`config.mk`:
```
export PLATFORM = sky130hd
export DESIGN_NAME = alu_seg_scan_display
export DESIGN_NICKNAME = d
export VERILOG_FILES = /design/src/rtl/alu_seg_pkg.sv /design/src/rtl/alu_seg_scan_display_seg7_hex_decoder.sv /design/src/rtl/alu_seg_scan_display.sv
export SDC_FILE = /design/constraint.sdc
export NUM_CORES = 1
export LEC_CHECK = 0
export ABC_AREA = 1
export BUFFER_PORTS_ARGS = -buffer_cell sky130_fd_sc_hd__buf_4
export CORE_ASPECT_RATIO = 0.6
export CORE_MARGIN = 1
export CORE_UTILIZATION = 30
export CTS_BUF_LIST = sky130_fd_sc_hd__clkbuf_2 sky130_fd_sc_hd__clkbuf_4 sky130_fd_sc_hd__clkbuf_8
export DETAILED_ROUTE_END_ITERATION = 12
export PLACE_DENSITY = 0.55
export SLEW_MARGIN = 20
export SYNTH_ARGS = -nofsm -noshare
export SYNTH_HDL_FRONTEND = slang
export SYNTH_SLANG_ARGS = --single-unit
```
`constraint.sdc`:
```
create_clock -name clk -period 2 [get_ports clk]
set_input_delay 0.1 -clock clk [delete_from_list [all_inputs] [get_ports clk]]
set_output_delay 0.1 -clock clk [all_outputs]
set_load 0.005 [all_outputs]
```
`src/rtl/alu_seg_pkg.sv`:
```
// Shared types and display constants for the registered ALU / multiplexed seven-segment display.
package alu_seg_pkg;

   typedef enum logic [1:0] {
      OP_ADD = 2'b00,
      OP_SUB = 2'b01,
      OP_AND = 2'b10,
      OP_OR  = 2'b11
   } op_e;

   typedef enum logic [1:0] {
      IDLE = 2'b00,
      CALC = 2'b01,
      SHOW = 2'b10
   } state_e;

   // Active-low {g,f,e,d,c,b,a}: all segments off, and only g lit.
   localparam logic [6:0] SEG_BLANK = 7'h7F;
   localparam logic [6:0] SEG_MINUS = 7'h3F;

endpackage

```
`src/rtl/alu_seg_scan_display_seg7_hex_decoder.sv`:
```
// Nibble to active-low seven-segment code {g,f,e,d,c,b,a}; purely combinational, no flow control.
module seg7_hex_decoder (
   input  logic [3:0] nib,
   output logic [6:0] seg
);

   always_comb begin
      seg = 7'h7F;
      case (nib)
         4'h0: seg = 7'h40;
         4'h1: seg = 7'h79;
         4'h2: seg = 7'h24;
         4'h3: seg = 7'h30;
         4'h4: seg = 7'h19;
         4'h5: seg = 7'h12;
         4'h6: seg = 7'h02;
         4'h7: seg = 7'h78;
         4'h8: seg = 7'h00;
         4'h9: seg = 7'h10;
         4'hA: seg = 7'h08;
         4'hB: seg = 7'h03;
         4'hC: seg = 7'h46;
         4'hD: seg = 7'h21;
         4'hE: seg = 7'h06;
         4'hF: seg = 7'h0E;
         default: seg = 7'h7F;
      endcase
   end

endmodule

```
`src/rtl/alu_seg_scan_display.sv`:
```
// Registered ALU with multiplexed seven-segment readout; result one cycle after accept.
// in_ready drops only during the single CALC cycle; operands offered then are ignored.
import alu_seg_pkg::*;

module alu_seg_scan_display #(
   parameter int unsigned WIDTH    = 8,
   parameter int unsigned DIGITS   = WIDTH / 4 + 1,
   parameter int unsigned SCAN_DIV = 50000,
   parameter int unsigned BLANK_LZ = 1
) (
   input  logic              clk,
   input  logic              rst,
   input  logic              in_valid,
   output logic              in_ready,
   input  logic [WIDTH-1:0]  a,
   input  logic [WIDTH-1:0]  b,
   input  logic [1:0]        op,
   output logic [WIDTH:0]    result,
   output logic              neg,
   output logic              res_valid,
   output logic [DIGITS-1:0] an,
   output logic [6:0]        seg
);

   localparam int unsigned IDX_W   = $clog2(DIGITS);
   localparam int unsigned PRESC_W = $clog2(SCAN_DIV);
   localparam int unsigned NIB_W   = 4 * DIGITS;

   state_e             state, state_nxt;
   logic               accept, calc;
   logic [WIDTH-1:0]   a_r, b_r;
   op_e                op_r;
   logic [WIDTH:0]     alu_res;
   logic               alu_neg;
   logic [PRESC_W-1:0] presc;
   logic [IDX_W-1:0]   idx;
   logic [NIB_W-1:0]   upper;
   logic [3:0]         nib;
   logic [6:0]         dec_seg, seg_nxt;
   logic [DIGITS-1:0]  an_nxt;

   always_ff @(posedge clk or posedge rst) begin
      if (rst) state <= IDLE;
      else     state <= state_nxt;
   end

   always_comb begin
      state_nxt = state;
      in_ready  = 1'b1;
      accept    = 1'b0;
      calc      = 1'b0;
      case (state)
         IDLE, SHOW: begin
            if (in_valid) begin
               accept    = 1'b1;
               state_nxt = CALC;
            end
         end
         CALC: begin
            in_ready  = 1'b0;
            calc      = 1'b1;
            state_nxt = SHOW;
         end
         default: state_nxt = IDLE;
      endcase
   end

   always_ff @(posedge clk or posedge rst) begin
      if (rst) begin
         a_r  <= '0;
         b_r  <= '0;
         op_r <= OP_ADD;
      end else if (accept) begin
         a_r  <= a;
         b_r  <= b;
         op_r <= op_e'(op);
      end
   end

   // SUB reports a magnitude plus sign so the display never needs two's complement.
   always_comb begin
      alu_res = '0;
      alu_neg = 1'b0;
      case (op_r)
         OP_ADD: alu_res = {1'b0, a_r} + {1'b0, b_r};
         OP_SUB: begin
            if (a_r >= b_r) begin
               alu_res = {1'b0, a_r - b_r};
            end else begin
               alu_res = {1'b0, b_r - a_r};
               alu_neg = 1'b1;
            end
         end
         OP_AND: alu_res = {1'b0, a_r & b_r};
         OP_OR:  alu_res = {1'b0, a_r | b_r};
         default: alu_res = '0;
      endcase
   end

   always_ff @(posedge clk or posedge rst) begin
      if (rst) begin
         result    <= '0;
         neg       <= 1'b0;
         res_valid <= 1'b0;
      end else begin
         res_valid <= calc;
         if (calc) begin
            result <= alu_res;
            neg    <= alu_neg;
         end
      end
   end

   always_ff @(posedge clk or posedge rst) begin
      if (rst) begin
         presc <= '0;
         idx   <= '0;
      end else if (presc == PRESC_W'(SCAN_DIV - 1)) begin
         presc <= '0;
         idx   <= (idx == IDX_W'(DIGITS - 1)) ? '0 : idx + 1'b1;
      end else begin
         presc <= presc + 1'b1;
      end
   end

   // Everything from the current nibble upward; zero means this digit is a leading zero.
   always_comb begin
      upper = NIB_W'(result) >> {idx, 2'b00};
      nib   = upper[3:0];
   end

   seg7_hex_decoder u_dec (
      .nib (nib),
      .seg (dec_seg)
   );

   always_comb begin
      an_nxt = ~(DIGITS'(1) << idx);
      if (neg && idx == IDX_W'(DIGITS - 1))
         seg_nxt = SEG_MINUS;
      else if (BLANK_LZ != 0 && idx != '0 && upper == '0)
         seg_nxt = SEG_BLANK;
      else
         seg_nxt = dec_seg;
   end

   always_ff @(posedge clk or posedge rst) begin
      if (rst) begin
         an  <= '1;
         seg <= SEG_BLANK;
      end else begin
         an  <= an_nxt;
         seg <= seg_nxt;
      end
   end

endmodule

```
# --- Word-level counts from Yosys, hierarchy flattened ---
# Memories as Yosys holds them, arrays and structs flattened.
# Cells that the tools add are included.
word_totals:
  word_cells: 52
  output_inout_bits: 22
  regBits: 59
  romBits: 112
  mem_count: 1
mem_list:
  columns: ["memory", "depth", "width", "read_ports", "rd_ports_with_merged_regs", "write_ports", "line_no", "source"]
  rows:
  - ["(name not given)", 16, 7, 1, 0, 0, "alu_seg_scan_display_seg7_hex_decoder.sv:9", "case (nib)"]
classes:
  bitwise: 3
  shift: 2
  muxes: 14
  eq_ne: 8
  magnitude_cmp: 1
  n_addsub: 5
  n_reduce_logical: 7
op_table:
  columns: ["operator", "count"]
  rows:
  - ["9-bit case mux with 4 select lines", 1]
  - ["16-bit by 1-bit adder with 16-bit output (second input constant)", 1]
  - ["16-bit equality test (second input constant)", 1]
  - ["16-bit two-way mux", 1]
  - ["8-bit subtractor", 2]
  - ["7-bit two-way mux", 2]
  - ["12-bit logical NOT", 1]
  - ["9-bit by 4-bit right shift with 12-bit output", 1]
  - ["8-bit by 8-bit adder with 9-bit output", 1]
  - ["8-bit bitwise AND", 1]
  - ["2-bit equality test (second input constant)", 4]
  - ["8-bit greater-or-equal comparator", 1]
  - ["8-bit two-way mux", 1]
  - ["8-bit bitwise OR", 1]
  - ["1-bit two-way mux", 6]
  - ["2-bit by 1-bit equality test with 1-bit output (second input constant)", 2]
  - ["2-bit logical NOT", 2]
  - ["2-bit two-way mux", 2]
  - ["2-bit case mux with 2 select lines", 1]
  - ["3-bit NOT", 1]
  - ["1-bit by 2-bit << shifter with 3-bit output (first input constant)", 1]
  - ["2-bit by 1-bit adder with 2-bit output (second input constant)", 1]
  - ["1-bit logical AND", 2]
  - ["2-bit != test (second input constant)", 1]
  - ["other kinds (2)", 2]

# --- Longest topological paths before layout ---
# Gate-level depths: netlist (run 1).
depth:
  ltp_word: 5
  depth_mapped: 15
  depth_no_buf: 15

# --- Hierarchy ---
# A second synthesis (run 1) with hierarchy kept.
unflattened:
  hier_cells: 551
  hier_area_um2: 4117.7
by_module_without_submodules:
  columns: ["mod", "area_per_inst_um2", "instances", "cells_each", "seq_area_each_um2"]
  rows:
  - ["alu_seg_scan_display", 3843.7, 1, 502, 1488.9]
  - ["seg7_hex_decoder", 274.0, 1, 49, 0.0]

# --- Least setup slack after synthesis (run 1) ---
# Ideal clock, no wire load.
synth_path:
  kind: "reg-to-reg"
  start: "register a_r[0]"
  end: "register result[6]"
  path_stages_with_launch: 15
  required_ps: 1883
  setup_ps: 117
  slack_ps: 76
  period_less_slack_ps: 1924
  arrival_time_ps: 1807
  path_buffers: 0
  cell_sequence: "dfrtp_1 > inv_1 > ha_1 > inv_1 > fa_1 > nand2_4 > nand2_4 > nand2_4 > nand2_4 > a21oi_4 > nand3_1 > nand3_1 > nand3_1 > nand2_1 > nand2_1"
synth_between:
  elab_chain_cells: 3
  word_cells_on_any_way: 6
  cone_classes: "add/sub (3); order compare (1); mux (2)"
synth_lines:
  columns: ["item", "line_no", "source"]
  rows:
  - ["start: declaration", "alu_seg_scan_display.sv:31", "logic [WIDTH-1:0] a_r, b_r;"]
  - ["start signal: assignment", "alu_seg_scan_display.sv:70", "a_r <= '0;"]
  - ["start signal: assignment", "alu_seg_scan_display.sv:74", "a_r <= a;"]
  - ["8-bit subtractor, or another cell as far along", "alu_seg_scan_display.sv:90", "alu_res = {1'b0, b_r - a_r};"]
  - ["8-bit two-way mux", "alu_seg_scan_display.sv:87", "if (a_r >= b_r) begin"]
  - ["9-bit case mux with 4 select lines *", "alu_seg_scan_display.sv:84", "case (op_r)"]
  - ["end signal: assignment", "alu_seg_scan_display.sv:108", "result <= alu_res;"]
  - ["end: declaration", "alu_seg_scan_display.sv:18", "output logic [WIDTH:0] result,"]
# Every way passes the cells marked *; elsewhere a longest branch is shown, timed or not.
# A chain may end at the register's enable or synchronous reset.

# --- Final worst setup path (run 1) ---
layout_path:
  start: "register a_r[0]"
  end: "register result[3]"
# Same word-level chain as after synthesis.

==> results of run 1 <==
## Yosys cell counts (2+ instances only)
| cell type | number |
|---|---|
| nand2_4 | 4 |
| ha_1 | 37 |
| inv_1 | 84 |
| o21bai_1 | 4 |
| clkbuf_1 | 3 |
| xor2_1 | 12 |
| dfstp_2 | 10 |
| a211oi_1 | 2 |
| a21oi_1 | 13 |
| o211ai_1 | 2 |
| dfrtp_1 | 49 |
| nor2_1 | 35 |
| nand2_1 | 136 |
| buf_6 | 3 |
| nor3_1 | 8 |
| nand2_2 | 2 |
| nor2_2 | 6 |
| or2_2 | 2 |
| nand3_1 | 47 |
| o22ai_1 | 4 |
| inv_2 | 7 |
| nand3_2 | 2 |
| nor4_1 | 2 |
| a31oi_1 | 3 |
| buf_2 | 2 |
| o21ai_1 | 7 |
| o21ai_0 | 32 |
| fa_1 | 3 |
| nand4_1 | 13 |
| clkinv_1 | 2 |
## registers in the layout, summed over array words and instances (netlist names)
name       flops
op_r           2
a_r            8
res_valid      1
result         9
state          2
neg            1
presc         16
seg            7
b_r            8
idx            2
an             3
## kinds of logic (layout without fill, tap and decap cells)
family / Yosys count / in the layout
XOR/XNOR: 12 / 12
adder cells (fa/ha/maj): 40 / 40
AND/OR/NAND/NOR: 262 / 262
buffers and inverters: 103 / 221
flip-flops: 59 / 59
AO/OA/AOI/OAI: 74 / 74
## metal layers
layer,share of wire (%),vias to the layer above,track usage (%)
met4,0.80,0,3.92
li1,-,1992,-
met1,52,1859,26.4
met5,0,-,0
met2,38,132,24.5
met3,8.9,10,5.89
## what timing repair did
item                                   in CTS  in global routing
endpoints found under the hold margin      30                  0
resized for setup                          14                 11
buffers inserted                            5                  0
setup endpoints to repair                   8                  9
cloned                                      0                  0
hold buffers                               19                  0
pin swaps                                   5                  7
## placed cells by master (no fill, tap or decap), drive strengths merged, types with 3 or more instances in the layout
master,synthesis,routed
inv,92,92
nor2,42,42
ha,37,37
xor2,12,12
dlygate4sd3,0,19
nand3,49,49
nand2,142,142
a31oi,3,3
dfstp,10,10
nand4,13,13
buf,6,92
a21oi,14,14
o21bai,5,5
dfrtp,49,49
fa,3,3
nor3,8,8
clkinv,2,5
o22ai,4,4
o21ai,39,39
clkbuf,3,11
## report_power, final
group,switching [uW],internal [uW],leakage [uW]
Sequential,130,1420,0.000722
Clock,509,490,0.0000885
Combinational,1310,1010,0.00198
## worst reg2reg max path, cell delays in order, from the launching register on
cell and delay [ns]:
dfrtp_1 0.39, inv_2 0.08, ha_4 0.12, inv_2 0.04, fa_2 0.41, nand2_4 0.10, nand2_4 0.05, nand2_4 0.07
nand2_4 0.06, a21oi_4 0.14, buf_6 0.16, nand2_2 0.06, nand3_2 0.06, nand3_1 0.06, o21ai_1 0.07, inv_1 0.05
## cell type report
| class | instances | area (sq um) |
|---|---|---|
| clock buffer | 11 | 145 |
| clock inverter | 5 | 30.0 |
| fill | 1343 | 7720 |
| inverter | 94 | 355 |
| multi-input combinational | 388 | 2340 |
| sequential | 59 | 1490 |
| tap | 170 | 213 |
| timing repair buffer | 111 | 885 |
## worst max path at each step
stage,start,slack (ns),endpoint,depth (start not counted)
final,a_r[0],-0.03,result[3],15
after global routing,a_r[0],-0.15,result[6],15
after CTS,a_r[0],-0.006,result[1],15
after detailed placement,a_r[0],-0.15,result[4],14
after global placement,a_r[0],-0.03,result[7],14
after floorplan,a_r[0],0.08,result[6],14
## per-stage QoR
step | hold slack, ns | power [uW] | area [sq um] | setup WS (ns)
after floorplan | 0.221 | 2840 | 4160 | 0.0764
after global placement | 0.151 | 3680 | 4960 | -0.0269
after detailed placement | 0.159 | 3710 | 4960 | -0.154
after CTS | 0.0145 | 4830 | 5400 | -0.00633
after global routing | 0.0719 | 5250 | 5460 | -0.146
final | 0.0294 | 4870 | 5460 | -0.0308
==> key figures, run 1 <==
Worst setup path
  • Worst r2r src: a_r[0]
  • WP buf/inv: 4
  • Critical Path Start Type: flop
  • FF-to-FF setup slack: -0.03 ns
  • Critical Path, Cell by Cell: inv_2 -> ha_4 -> inv_2 -> fa_2 -> nand2_4 -> nand2_4 -> nand2_4 -> nand2_4 -> a21oi_4 -> buf_6 -> nand2_2 -> nand3_2 -> nand3_1 -> o21ai_1 -> inv_1
  • Slowest CP cell: fa_2
  • Largest delay share family, worst path: adder cells
  • Reg-to-reg endpoint: result[3]
  • Max incr delay on CP: 0.41 ns
  • CP required: about 2.2 ns
  • Worst reg-to-reg path cell count: 15
  • Crit-path max FO: 5
  • Crit end category: flop
  • CP arrival: about 2.3 ns
  • Most used cell, CP: nand2_4
  • CP Class: flop to flop

Power and ir drop
  • Leak: 0.00279 uW
  • PD cells: 893 nW/um^2
  • VDD IR max: approximately 0.36 mV

Timing
  • Pins over their slew limit: 0
  • RSZ-0062 raised after global routing: true
  • Final-report hold violation count: 0
  • Max_slew headroom: 67.7%
  • Setup Viol. Count Final: 5
  • Fmax: just under 0.5 GHz
  • Final WS setup: -0.0308 ns
  • Clock skew: 0.0121 ns
  • TNS Setup: -0.0773 ns
  • Clock period minus worst slack: 2.03 ns
  • Slew @ Worst Pin: 0.483 ns
  • Tcrit/Tclk final: 102%

CTS
  • Clock Pin Slew Worst Setup and Hold Paths: about 0.07 ns
  • Cts bufs inserted: 9
  • H-Tree Depth: 3
  • Clock latency on the worst-skew pair: around 0.34 ns
  • CTS tree: built
  • Maximum root-to-sink buffer count: 2
  • Root Driver: clkbuf_8
  • Clk sinks: 59

Die
  • Initial Util: roughly a third
  • Full die area: 14300 sq um
  • # rows: 32
  • Ports: 43
  • Core footprint: 13200 sq um
  • Die H: 93.2 microns
  • Chip Width: 154 microns

Route
  • WL/cell: 14.2 microns
  • Vias per cell: 4.76
  • Antenna-violating nets left: 0
  • Initial DRT Pass Iterations: 5
  • Vias: between 3000 and 4000
  • Drt total wl: 11900 microns
  • Remaining DRCs: 0
  • Starting DRT DRC Count: 254

Logic synthesis
  • Synth Area in Simple Gates: ~28%
  • Main area contributors after synthesis: dfrtp_1 (30%), nand2_1 (12%), ha_1 (11%)
  • Predominant post-synthesis flop cell: dfrtp_1
  • Post-synth EDFFs: 0
  • Post-synthesis sequential area ratio: 35.8%
  • Main combinational cell family by area after synthesis: simple AND/OR/NAND/NOR gates
  • Mapped Area: ~4200 sq um
  • Synth Net Count: between 600 and 700
  • Cells after Synth: 550
  • Share of the synthesized area in the top cell type: 29.5%
  • Synth area leader: dfrtp_1
  • Seq cells post-synth: slightly below 60
  • Number of synthesis warnings: 0
  • Mux share of post-synthesis cell area: 0%
  • Synth Area in Adders: 12.6%
  • Post-synthesis compound-gate area fraction: 10.6%
  • Xor/xnor cell area share of the yosys netlist: 2.53%
  • Synth unique cells: 44
  • Syn avg cell area: about 7.6 sq um
  • Fraction of registers with async set/reset: 100%

Placement
  • Dpl hpwl: 9520 microns
  • Placed Cells: roughly 800
  • Gpl congestion: 0.929
  • Input/output buffers: 42

Run
  • Max-cap violation count: 0

Outcome
  • Failing checks: negative setup slack
  • Outcome: finished with violations

Finish
  • Nets: between 700 and 800
  • Antenna Cells: 0
  • Layout Utilization: about 41%
  • Layout Cells excl Fill: 838
  • Share of cells above drive strength 1: 25.4%
  • Layout area overhead: 31.2%

Hold path
  • Hold path depth: 4
  • Hold WC Path Type: input pin to flop
  • Worst min-delay path startpoint: in_valid
  • Hold endpoint: state[1]

GRT
  • First-pass GRT wire length: 19600 microns
  • Total gr overflow: 0
  • Initial antenna violation count: 0
  • Tot GR Track Use: 17.8%
  • Vias in the first global route: ~3800
  • Largest net degree at the start of global routing: 24
Note: power is estimated with default switching activity, not from simulation.
==> inputs of run 2 (changes only) <==
Settings changed: SYNTH_HIERARCHICAL set to 1.
==> key figures, run 2 <==
Logic synthesis
  • Synth top cells by count: nand2_1 (140), inv_1 (84), dfrtp_1 (49)
  • Synth unique cells: 38
  • Most common cell in the netlist: nand2_1
  • Fraction of registers with async set/reset: 100%
  • Seq cells post-synth: 59
  • Number of synthesis warnings: 6
  • Synth Net Count: 614
  • Post-synth EDFFs: 0
  • Cells after Synth: 551
  • Mapped Area: approximately 4000 sq um
  • Post-synthesis sequential area ratio: ~36%
  • Syn avg cell area: 7.47 sq um
  • Main area contributors after synthesis: dfrtp_1 (30%), nand2_1 (13%), ha_1 (12%)
  • Synth area leader: dfrtp_1
  • Share of the synthesized area in the top cell type: 29.8%
  • Predominant post-synthesis flop cell: dfrtp_1

Placement
  • Pre-CTS setup slack: -0.162 ns
  • Dpl cell area: 4870 sq um
  • Gpl congestion: 0.909
  • Dpl hpwl: approximately 9000 microns
  • Input/output buffers: 42

Timing
  • Tcrit/Tclk final: 101%
  • Max_slew headroom: 62.1%
  • Slew @ Worst Pin: 0.566 ns
  • Clock skew: 0.00749 ns
  • Pins over their slew limit: 0
  • Fmax: 0.497 GHz
  • Final-report hold violation count: 0
  • Clock period minus worst slack: roughly 2.0 ns
  • Final WS setup: -0.0123 ns
  • Setup Viol. Count Final: 2
  • Final hold slack: 0.0324 ns
  • RSZ-0062 raised after global routing: true

CTS
  • Root Driver: clkbuf_8
  • Maximum root-to-sink buffer count: 2
  • Clock Pin Slew Worst Setup and Hold Paths: 0.07 ns
  • Cts bufs inserted: 9
  • Clk sinks: about 60
  • Clock latency on the worst-skew pair: approximately 0.35 ns
  • H-Tree Depth: 3
  • CTS tree: built

Finish
  • Layout area overhead: 34.8%
  • Footprint of the multi-input gates: 2400 sq um
  • Final instance area: 5550 sq um
  • Most common cell after layout, fill and taps aside: nand2_1
  • Biggest regs: presc: 16 flops, result: 9 flops
  • Sequential Area: 1490 sq um
  • Antenna Cells: 0
  • Layout Utilization: 42.4%
  • Share of cells above drive strength 1: between 20% and 30%
  • Commonest non-fill, non-tap cells in the layout: nand2_1 (130), buf_4 (86), inv_1 (74), dfrtp_1 (48), nor2_1 (37)
  • Nets: 722
  • Max reg flops: 16
  • Filler cells: approximately 1300
  • Largest Register: presc

Route
  • Vias per cell: 4.68
  • Remaining DRCs: 0
  • Initial DRT Pass Iterations: 5
  • Starting DRT DRC Count: ~220
  • Vias: around 3900
  • Drt total wl: approximately 12000 microns
  • WL/cell: 14.0 microns
  • Antenna-violating nets left: 0

Power and ir drop
  • PD cells: 959 nW/um^2
  • Clock power share: 24.0%
  • Power share of the sequential group: 29.5%
  • Leak: 0.00277 uW
  • NetSw: 2020 uW
  • Comb power frac: 46.5%
  • Design Power: 5320 uW
  • Cell Int Power: 3300 uW
  • VDD IR max: between 0.3 and 0.4 mV
  • Switching Share: 38.0%

Worst setup path
  • Worst reg-to-reg path cell count: 15
  • Critical Path Start Type: flop
  • End of the critical path: result[6]
  • Crit-path max FO: 4
  • FF-to-FF setup slack: -0.01 ns
  • Reg-to-reg endpoint: result[6]
  • Crit end category: flop
  • CP Class: flop to flop
  • CP required: 2.25 ns
  • CP arrival: around 2.3 ns
  • CP startpoint: b_r[0]
  • Worst r2r src: b_r[0]

GRT
  • Largest net degree at the start of global routing: 60
  • Vias in the first global route: 3903
  • Total gr overflow: 0
  • Initial antenna violation count: 0
  • Tot GR Track Use: 18.0%
  • First-pass GRT wire length: around 20000 microns

Die
  • Chip Width: 153 microns
  • Initial Util: 31.5%
  • # rows: 32
  • Core footprint: approximately 13000 sq um
  • Full die area: 14200 sq um
  • Die H: 92.8 microns
  • Ports: 43

Outcome
  • Outcome: finished with violations
  • Failing checks: negative setup slack

Run
  • Max-cap violation count: 0

Hold path
  • Hold WC Path Type: input pin to flop
[run 2: cell count changes after synthesis, moves of 6 or more]
cell,change
a21oi_1,+6
nand3_1,-6
nand3b_1,+6
nor2_1,+7
[run 2: worst min-delay path by stage]
stage	startpoint	end	slack (ns)	cells after the start
2_1_floorplan	a[0]	a_r[0]	0.22	2
3_3_place_gp	rst	state[0]	0.19	3
3_5_place_dp	rst	state[1]	0.20	3
4_1_cts	in_valid	state[1]	0.02	4
5_1_grt	in_valid	state[1]	0.06	4
6_report	in_valid	state[1]	0.03	4
[run 2: layout make-up]
cell class                      instances  area share, %
Multi-Input combinational cell        392           43.3
Timing Repair Buffer                  108           15.8
Tap cell                              170           3.83
Sequential cell                        59           26.9
Clock inverter                          4           1.33
Inverter                               89           6.07
Clock buffer                           12           2.75
[run 2: power by group through the flow]
stage | Clock, uW | Sequential [uW] | Combinational (uW)
floorplan | 0 | 1570 | 1310
global placement | 0 | 1590 | 2160
detailed placement | 0 | 1590 | 2180
CTS | 1310 | 1570 | 2300
global route | 1370 | 1590 | 2780
finish | 1270 | 1570 | 2480
[run 2: routing by layer]
layer	wire (microns)	global-route usage (%)	up-vias
met5	0	0	-
met4	131	5.72	0
met3	585	4.73	14
met2	4440	24.6	84
met1	6510	26.8	1830
li1	-	-	1977
[run 2: cells by family after synthesis]
| logic type | synth area share, % |
|---|---|
| AND/OR/NAND/NOR | 27.1 |
| XOR/XNOR | 1.91 |
| adder cells (fa/ha/maj) | 13.3 |
| buffers and inverters | 9.69 |
| flip-flops | 36.2 |
| AO/OA/AOI/OAI | 11.8 |
[run 2: what timing repair did]
action	in CTS	in global routing
hold buffers	19	0
resized for setup	17	37
pin swaps	8	17
setup endpoints to repair	8	17
endpoints found under the hold margin	67	0
buffers inserted	5	5
[run 2: metrics by stage]
step / std cells / setup TNS [ns]
final: 834 / -0.0196
after global routing: 834 / -0.651
after CTS: 829 / 0
after detailed placement: 789 / -0.767
after global placement: 789 / -0.356
after floorplan: 551 / 0
[run 2: critical path, cell delays in order, from the launching register on]
cell and delay (ns):
dfrtp_2 0.38, buf_4 0.12, ha_4 0.13, inv_4 0.03, fa_2 0.34, nand2_2 0.09, nand2_2 0.06, nand2_2 0.08
nand2_2 0.07, a21oi_4 0.17, buf_6 0.15, nand3_1 0.07, nand3_1 0.07, nand2_1 0.05, nand2_1 0.06, nand2_1 0.04
